<file path="config.mk">
export PLATFORM = sky130hd
export DESIGN_NAME = add_serial_param_flat
export DESIGN_NICKNAME = d
export VERILOG_FILES = /design/src/rtl/add_serial_param_if.sv /design/src/rtl/add_serial_param.sv /design/src/flat_wrapper.sv
export SDC_FILE = /design/constraint.sdc
export NUM_CORES = 1
export LEC_CHECK = 0
export BUFFER_PORTS_ARGS = -buffer_cell sky130_fd_sc_hd__buf_2
export CELL_PAD_IN_SITES_DETAIL_PLACEMENT = 1
export CELL_PAD_IN_SITES_GLOBAL_PLACEMENT = 2
export CORE_MARGIN = 1
export CORE_UTILIZATION = 25
export CTS_BUF_LIST = sky130_fd_sc_hd__clkbuf_16
export DETAILED_ROUTE_END_ITERATION = 6
export GPL_TIMING_DRIVEN = 0
export PLACE_DENSITY = 0.72
export RECOVER_POWER = 100
export SETUP_SLACK_MARGIN = 0.1
export SYNTH_ARGS = -nofsm -noshare
export SYNTH_HDL_FRONTEND = slang
export SYNTH_SLANG_ARGS = --single-unit
</file>
<file path="constraint.sdc">
create_clock -name clk -period 2.4 [get_ports clk]
set_clock_uncertainty 0.05 [all_clocks]
set_input_delay 0 -clock clk [delete_from_list [all_inputs] [get_ports clk]]
set_output_delay 0 -clock clk [all_outputs]
set_load 0.05 [all_outputs]
</file>
<file path="src/rtl/add_serial_param_if.sv">
// Operand/result bundle for the parametrised serial adder.
interface add_serial_param_if #(
    parameter int WIDTH = 8
);
    logic             en;
    logic             sub;
    logic [WIDTH-1:0] a;
    logic [WIDTH-1:0] b;
    logic [WIDTH-1:0] out;
    logic             cout;
    logic             ovf;
    logic             busy;
    logic             done;

    modport master (
        output en, sub, a, b,
        input  out, cout, ovf, busy, done
    );

    modport slave (
        input  en, sub, a, b,
        output out, cout, ovf, busy, done
    );
endinterface

</file>
<file path="src/rtl/add_serial_param.sv">
// Bit-serial adder/subtractor: BPC bits per cycle, WIDTH/BPC cycles per result.
//
// state | meaning
// IDLE  | waiting for en, outputs cleared
// ADD   | processing one BPC-bit slice per cycle, busy=1
// DONE  | result stable on out/cout/ovf, en restarts directly
module add_serial_param #(
    parameter int WIDTH = 8,
    parameter int BPC   = 1
) (
    input  logic              clk,
    input  logic              rst,
    add_serial_param_if.slave bus
);
    localparam int NCYC = WIDTH / BPC;
    localparam int CW   = (NCYC > 1) ? $clog2(NCYC) : 1;

    if (WIDTH < 2) begin : g_bad_width
        $error("add_serial_param: WIDTH must be >= 2");
    end
    if ((BPC < 1) || (WIDTH % BPC != 0)) begin : g_bad_bpc
        $error("add_serial_param: BPC must divide WIDTH");
    end

    typedef enum logic [1:0] {
        IDLE = 2'd0,
        ADD  = 2'd1,
        DONE = 2'd2
    } state_t;

    state_t state, state_next;

    logic [WIDTH-1:0]     a_reg, b_reg, out_reg;
    logic [CW-1:0]        count;
    logic                 carry, cout_reg, ovf_reg;
    logic [BPC:0]         slice_sum;
    logic                 carry_in_msb;
    logic                 last;
    logic                 load;
    logic [WIDTH+BPC-1:0] out_cat;

    // Slice add: a carry into the slice MSB is recovered from its sum bit.
    assign slice_sum    = {1'b0, a_reg[BPC-1:0]} + {1'b0, b_reg[BPC-1:0]} + {{BPC{1'b0}}, carry};
    assign carry_in_msb = slice_sum[BPC-1] ^ a_reg[BPC-1] ^ b_reg[BPC-1];
    assign last         = (count == CW'(NCYC - 1));
    assign load         = bus.en && ((state == IDLE) || (state == DONE));
    // Concatenate then drop the low slice so BPC==WIDTH needs no special case.
    assign out_cat      = {slice_sum[BPC-1:0], out_reg};

    // State register.
    always_ff @(posedge clk) begin
        if (rst) state <= IDLE;
        else     state <= state_next;
    end

    // Next-state decode.
    always_comb begin
        state_next = state;
        case (state)
            IDLE:    if (bus.en) state_next = ADD;
            ADD:     if (last)   state_next = DONE;
            DONE:    if (bus.en) state_next = ADD;
            default: state_next = IDLE;
        endcase
    end

    // Operand load, slice shifting and final flag capture.
    always_ff @(posedge clk) begin
        if (rst) begin
            a_reg    <= '0;
            b_reg    <= '0;
            out_reg  <= '0;
            count    <= '0;
            carry    <= 1'b0;
            cout_reg <= 1'b0;
            ovf_reg  <= 1'b0;
        end else if (load) begin
            a_reg    <= bus.a;
            b_reg    <= bus.sub ? ~bus.b : bus.b;
            carry    <= bus.sub;
            count    <= '0;
            out_reg  <= '0;
            cout_reg <= 1'b0;
            ovf_reg  <= 1'b0;
        end else if (state == ADD) begin
            out_reg <= out_cat[WIDTH+BPC-1:BPC];
            a_reg   <= a_reg >> BPC;
            b_reg   <= b_reg >> BPC;
            carry   <= slice_sum[BPC];
            count   <= count + 1'b1;
            if (last) begin
                cout_reg <= slice_sum[BPC];
                ovf_reg  <= carry_in_msb ^ slice_sum[BPC];
            end
        end
    end

    assign bus.out  = out_reg;
    assign bus.cout = cout_reg;
    assign bus.ovf  = ovf_reg;
    assign bus.busy = (state == ADD);
    assign bus.done = (state == DONE);
endmodule

</file>
<file path="src/flat_wrapper.sv">
// flat-port wrapper written by rule: the top's interface ports become plain ports
module add_serial_param_flat 
#(
    parameter int WIDTH = 8,
    parameter int BPC   = 1
)
  (clk, rst, bus_en, bus_sub, bus_a, bus_b, bus_out, bus_cout, bus_ovf, bus_busy, bus_done);
  add_serial_param_if #(.WIDTH(WIDTH)) bus_i ();
  input  logic clk;
  input  logic rst;
  input wire logic [$bits(bus_i.en)-1:0] bus_en;
  input wire logic [$bits(bus_i.sub)-1:0] bus_sub;
  input wire logic [$bits(bus_i.a)-1:0] bus_a;
  input wire logic [$bits(bus_i.b)-1:0] bus_b;
  output wire logic [$bits(bus_i.out)-1:0] bus_out;
  output wire logic [$bits(bus_i.cout)-1:0] bus_cout;
  output wire logic [$bits(bus_i.ovf)-1:0] bus_ovf;
  output wire logic [$bits(bus_i.busy)-1:0] bus_busy;
  output wire logic [$bits(bus_i.done)-1:0] bus_done;
  assign bus_i.en = bus_en;
  assign bus_i.sub = bus_sub;
  assign bus_i.a = bus_a;
  assign bus_i.b = bus_b;
  assign bus_out = bus_i.out;
  assign bus_cout = bus_i.cout;
  assign bus_ovf = bus_i.ovf;
  assign bus_busy = bus_i.busy;
  assign bus_done = bus_i.done;
  add_serial_param #(.WIDTH(WIDTH), .BPC(BPC)) u_core (.clk(clk), .rst(rst), .bus(bus_i));
endmodule
</file>
======== Word-level counts from Yosys, hierarchy flattened ========
Cells that the tools add are included.
operators by class
  reductions and logical operators ........ 8
  $add $sub $neg .......................... 3
  equal/unequal tests ..................... 5
  bitwise logic cells ..................... 4
  mux-type cells .......................... 10
operators with widths
  cell                   count
  $mux W8                5
  $not A8 Y8             1
  $mux W2                2
  $ne A2 B1 Y1 const B   2
  $pmux W2 S2            1
  $reduce_and A2 Y1      2
  $reduce_or A2 Y1       2
  $add A3 B1 Y3 const B  1
  $eq A3 B3 Y1 const B   1
  $xor A1 B1 Y1          3
  $add A1 B1 Y2          1
  $add A2 B1 Y2          1
  $eq A2 B1 Y1 const B   1
  $eq A2 B2 Y1 const B   1
  $logic_not A2 Y1       1
  $mux W1                2
  $reduce_bool A2 Y1     1
  $logic_and A1 B1 Y1    1
  $logic_or A1 B1 Y1     1
storage, ports and cells
  logic and storage cells ................. 38
  output and inout port bits .............. 12
  register bits after elaboration ......... 32

======== Depth between registers and ports, before layout ========
  depth in word-level cells ............... 5
  depth in mapped cells ................... 6
  depth with buffers taken out ............ 5

======== Worst setup path before layout ========
Ideal clock, no wire load.
  kind .................................... register to register
  start point ............................. register u_core.carry
  end point ............................... register u_core.ovf_reg, in the netlist u_core.bus.ovf
  setup slack ............................. 1.157 ns
  path buffers ............................ 0
  required time ........................... 2.280 ns
  stages on the path, launching flop included .. 5
  data arrival time ....................... 1.123 ns
  library setup time ...................... 0.070 ns
  cell sequence ........................... dfxtp_1 -> fa_1 -> xor2_1 -> nand3_1 -> a21oi_1
on the way
  elaborated cells on any way between the ends .. 4
  those cells by class .................... 1 x add/sub; 3 x bitwise
RTL lines
  what                      RTL line                text
  start: declaration        add_serial_param.sv:35  logic carry, cout_reg, ovf_reg;
  start signal: assignment  add_serial_param.sv:80  carry <= bus.sub;
  start signal: assignment  add_serial_param.sv:89  carry <= slice_sum[BPC];
  $add A2 B1 Y2             add_serial_param.sv:43  assign slice_sum = {1'b0, a_reg[BPC-1:0]} + {1'b0, b_reg[BPC-1:0]} + {{BPC{1'b0}}, carry};
  via u_core.slice_sum[1]   add_serial_param.sv:36  logic [BPC:0] slice_sum;
  $xor A1 B1 Y1             add_serial_param.sv:93  ovf_reg <= carry_in_msb ^ slice_sum[BPC];
  end signal: assignment    add_serial_param.sv:93
  end: declaration          add_serial_param.sv:35
The timed path passes the listed nets, and every way through them passes these cells.
A chain may end at the register's enable or synchronous reset.

======== Worst setup path in the final report ========
  start point ............................. register u_core.state[1]
  end point ............................... output bus_busy
on the way
  word-level cells in the longest chain between the ends .. 1
ends and longest elaborated chain
  what                      RTL line                 text
  start: declaration        add_serial_param.sv:31   state_t state, state_next;
  start signal: assignment  add_serial_param.sv:53   else state <= state_next;
  $eq A2 B1 Y1              add_serial_param.sv:101  assign bus.busy = (state == ADD);
  end: declaration          flat_wrapper.sv:18       output wire logic [$bits(bus_i.busy)-1:0] bus_busy;
No other way between the ends.

==> flow_results.org <==
** Run status
- The flow ran to the end, but the final reports show violations.
- Violations in the final reports :: negative hold slack

** Worst hold path
- In this run the most critical hold path is launched from bus_a[6].
- For hold timing, the worst endpoint is u_core.a_reg[6]$_SDFFE_PP0P_.
- The path class of the tightest hold or removal check is in -> reg.
- Hold path depth :: 3

** Critical path
- Ordered cell list for the critical path :: nand2b_1 -> clkbuf_1 -> clkinv_4 -> buf_4 -> buf_2
- Total number of cells along the worst setup path :: 5
- Among cell families on the critical path, the largest total delay comes from buffers and inverters.
- Crit-path slowest cell :: clkbuf_1
- STA classifies the critical path endpoint as an output port.
- Worst R2R End :: u_core.count[2]$_SDFFE_PP0P_
- STA puts the critical path data arrival time at 1720 ps.
- The startpoint identified for the worst register-to-register timing path is u_core.state[1]$_SDFFE_PP0P_.
- The setup check on the worst reg-to-reg path leaves a slack of 710 ps.
- Delay contributed by the slowest stage of the critical path :: 470 ps
- Measured in cells, the most critical reg-to-reg path has a length of 5.
- Buf/Inv on CP :: 4
- Kind of launch point of the worst setup path :: flop
- The worst setup path is of the reg -> out kind.
- Maximum fanout along the worst path :: 10
- Worst EP required :: 2350 ps
- First element of the critical path :: u_core.state[1]$_SDFFE_PP0P_

** Synth
- Counting every net in the synthesized netlist gives around 180.
- Sequential share of the synthesized area :: 0.456
- In this run, synthesis produced a sequential element count of 32.
- Synthesis handed over a netlist of 158 instances.
- Most instantiated cells after synthesis :: dfxtp_1 (32), nand2_1 (24), a21oi_1 (19), nor3_1 (19)
- Among all flip-flop cells after synthesis, the most frequent one is dfxtp_1.
- Of the post-synthesis cell area, the dominant cell type holds 0.456.
- The mapped netlist covers between 1000 and 1500 um2.
- dfxtp_1 takes more of the synthesized area than any other cell.
- Share of async-settable or async-resettable flops after synthesis :: 0
- Most area-consuming cells after synthesis :: dfxtp_1 (46%), a21oi_1 (6.8%), nor3_1 (6.8%)
- Avg Synthesized Cell Area :: 8.89 um2
- Ys Warns :: 0
- Unique cell type count in the Yosys netlist :: 27
- Count leader, synth :: dfxtp_1
- In this run, synthesis inferred 0 flip-flops with an integrated enable.

** Cells and area
- # diodes :: 0
- Fraction of the core area covered by cells at the end of the flow :: 0.347
- Of the cells placed in the final design, the portion with a size suffix greater than 1 is 0.186.
- Filler instances :: 651
- After the last flow step, the layout net total stands at 226.
- From synthesis to final layout, the design area changed by 30.3%.

** STA
- Fin crit period :: 1770 ps
- Of the available clock period, the critical path in the final layout requires 0.736.
- At the pin with the least slew margin, the transition time is around 600 ps.
- On the final layout, the worst hold slack is -21.6 ps.
- Fin Setup TNS :: 0 ps
- Once routing completed, OpenROAD measured the worst setup slack at roughly 630 ps.
- Number of endpoints with negative hold slack in the final report :: 1
- Worst slew margin relative to its limit :: 0.597
- Setup repair after global routing left no endpoint under its margin.
- Setup violations remaining at the end of the flow were counted as 0.
- Derived from the worst setup path, the maximum achievable clock frequency is 566 MHz.
- The number of pins exceeding their max-slew limit in the final report was 0.

** Global route
- The first global-routing pass estimated 6.43 mm of wire.
- The number of global-route vias before repair was 1346.
- GRT Util Overall :: 0.139
- Largest net degree at the start of global routing :: 11
- Initial antenna violation count :: 0
- Overflow after GRT :: 0

** Floorplanning
- After floorplanning, the core was sized to cover 5270 um2.
- Top-Level Pins :: 32
- The floorplan step set the die width to 77.0 um.
- Std cell rows :: 26
- The initial utilization of the core area, before any placement, comes to 0.267.
- The floorplan step defined a die boundary enclosing between 5000 and 6000 um2.
- The die is 77.0 um tall.

** Place
- Dpl ws :: 1050 ps
- Detailed placement ended at an HPWL of 2.71 mm.
- During placement, the flow inserted port buffers numbering 30.
- Final weighted congestion in routability-driven placement :: ~0.69

** Detailed routing
- DRC Markers :: 0
- In this run the remaining antenna-violating nets after routing total 0.
- For this block, the routed nets add up to roughly 3.8 mm of wire.
- Initial DRT Pass Iterations :: 4
- Routed length per instance :: about 14 um
- The routed layout has around 1300 vias.
- Via density per instance :: 4.70
- The first routing iteration left 24 violations.

** Pwr
- Power per standard cell area :: 752 nW/um2
- Worst supply voltage drop on vdd :: 0.218 mV
- Summing internal, switching and leakage power gives ~1.4 mW.
- Leakage :: 0.702 nW

** Clock network
- H-tree levels :: 2
- Post_cts resized :: 0
- CTS Buf Count :: 5
- Clock-pin slew was measured on the worst setup and hold paths at 50 ps.
- TritonCTS clock tree :: done
- Worst-Skew Late Latency :: roughly 270 ps
- Post-CTS setup buffer count :: 0
- CTS placed an instance of clkbuf_16 at the clock tree root.
- No sink is reached through more buffers than the 2 on the longest clock path.
- TritonCTS sink count :: 32

** Flow run
- Across the run, the number of max-cap violations was 0.
-- cells by family after synthesis --
kind of cell    Yosys count  synth area share
fa+ha+maj                 3            0.0321
xor+xnor                 10            0.0623
simple gates             62             0.207
flops                    32             0.456
buf+inv                  15            0.0846
mux                       1           0.00712
compound gates           35             0.150
-- worst register-to-register path, stage by stage (launching register included) --
cell and delay, ps:
dfxtp_1 330, nand2b_1 100, clkbuf_1 470, clkbuf_1 410
nand2_1 100, a21oi_1 160
-- repair_timing --
action | in CTS | in global routing
setup endpoints to repair | 0 | 0
endpoints found under the hold margin | 10 | 0
hold buffers | 8 | 0
-- through the flow --
stage	cell area, um2	instances	hold WS [ps]
after global placement	1640	258	240
after detailed placement	1640	258	258
after floorplan	1410	158	132
after CTS	1860	274	3.01
after global routing	1830	274	12.7
final	1830	274	-21.6
-- layout make-up --
class / count / area, um2 / share of cell area
clock buffer: 5 / 125 / 0.0684
timing repair buffer: 38 / 216 / 0.118
clock inverter: 3 / 13.8 / 0.00752
multi-input combinational: 111 / 639 / 0.349
sequential: 32 / 641 / 0.350
tap: 70 / 87.6 / 0.0478
buffer: 14 / 98.8 / 0.0540
inverter: 1 / 8.76 / 0.00478
-- how the worst max path moves through the flow --
stage / end / slack (ps)
after floorplan: u_core.bus.ovf$_SDFFE_PP0P_ / 1160
after global placement: u_core.bus.ovf$_SDFFE_PP0P_ / 1080
after detailed placement: u_core.bus.ovf$_SDFFE_PP0P_ / 1050
after CTS: bus_busy / 930
after global routing: bus_busy / 480
final: bus_busy / 630
-- cell usage in the layout (no fill, tap or decap), drive strengths merged --
| master | count |
|---|---|
| a22oi | 5 |
| xnor2 | 1 |
| nand3b | 1 |
| nor3 | 19 |
| dfxtp | 32 |
| dlygate4sd3 | 8 |
| nand2b | 4 |
| clkinv | 4 |
| and2b | 1 |
| nor2 | 3 |
| buf | 28 |
| clkbuf | 21 |
| o22ai | 9 |
| nand3 | 8 |
| ha | 2 |
| xor2 | 9 |
| a21oi | 19 |
| o21a | 1 |
| nor2b | 1 |
| fa | 1 |
| nand2 | 25 |
| a311oi | 1 |
| mux2i | 1 |
-- per-layer routing --
layer,GRT usage,vias up,share of wire
li1,-,635,-
met1,0.170,618,0.47
met2,0.229,31,0.47
met3,0.0321,5,0.042
met4,0.0698,0,0.020
met5,0,-,0
-- where the power goes --
| group | switching [mW] | internal [mW] |
|---|---|---|
| clock | 0.219 | 0.376 |
| sequential | 0.0201 | 0.563 |
| combinational | 0.112 | 0.0864 |
No activity file was read; power rests on OpenSTA's default activity.
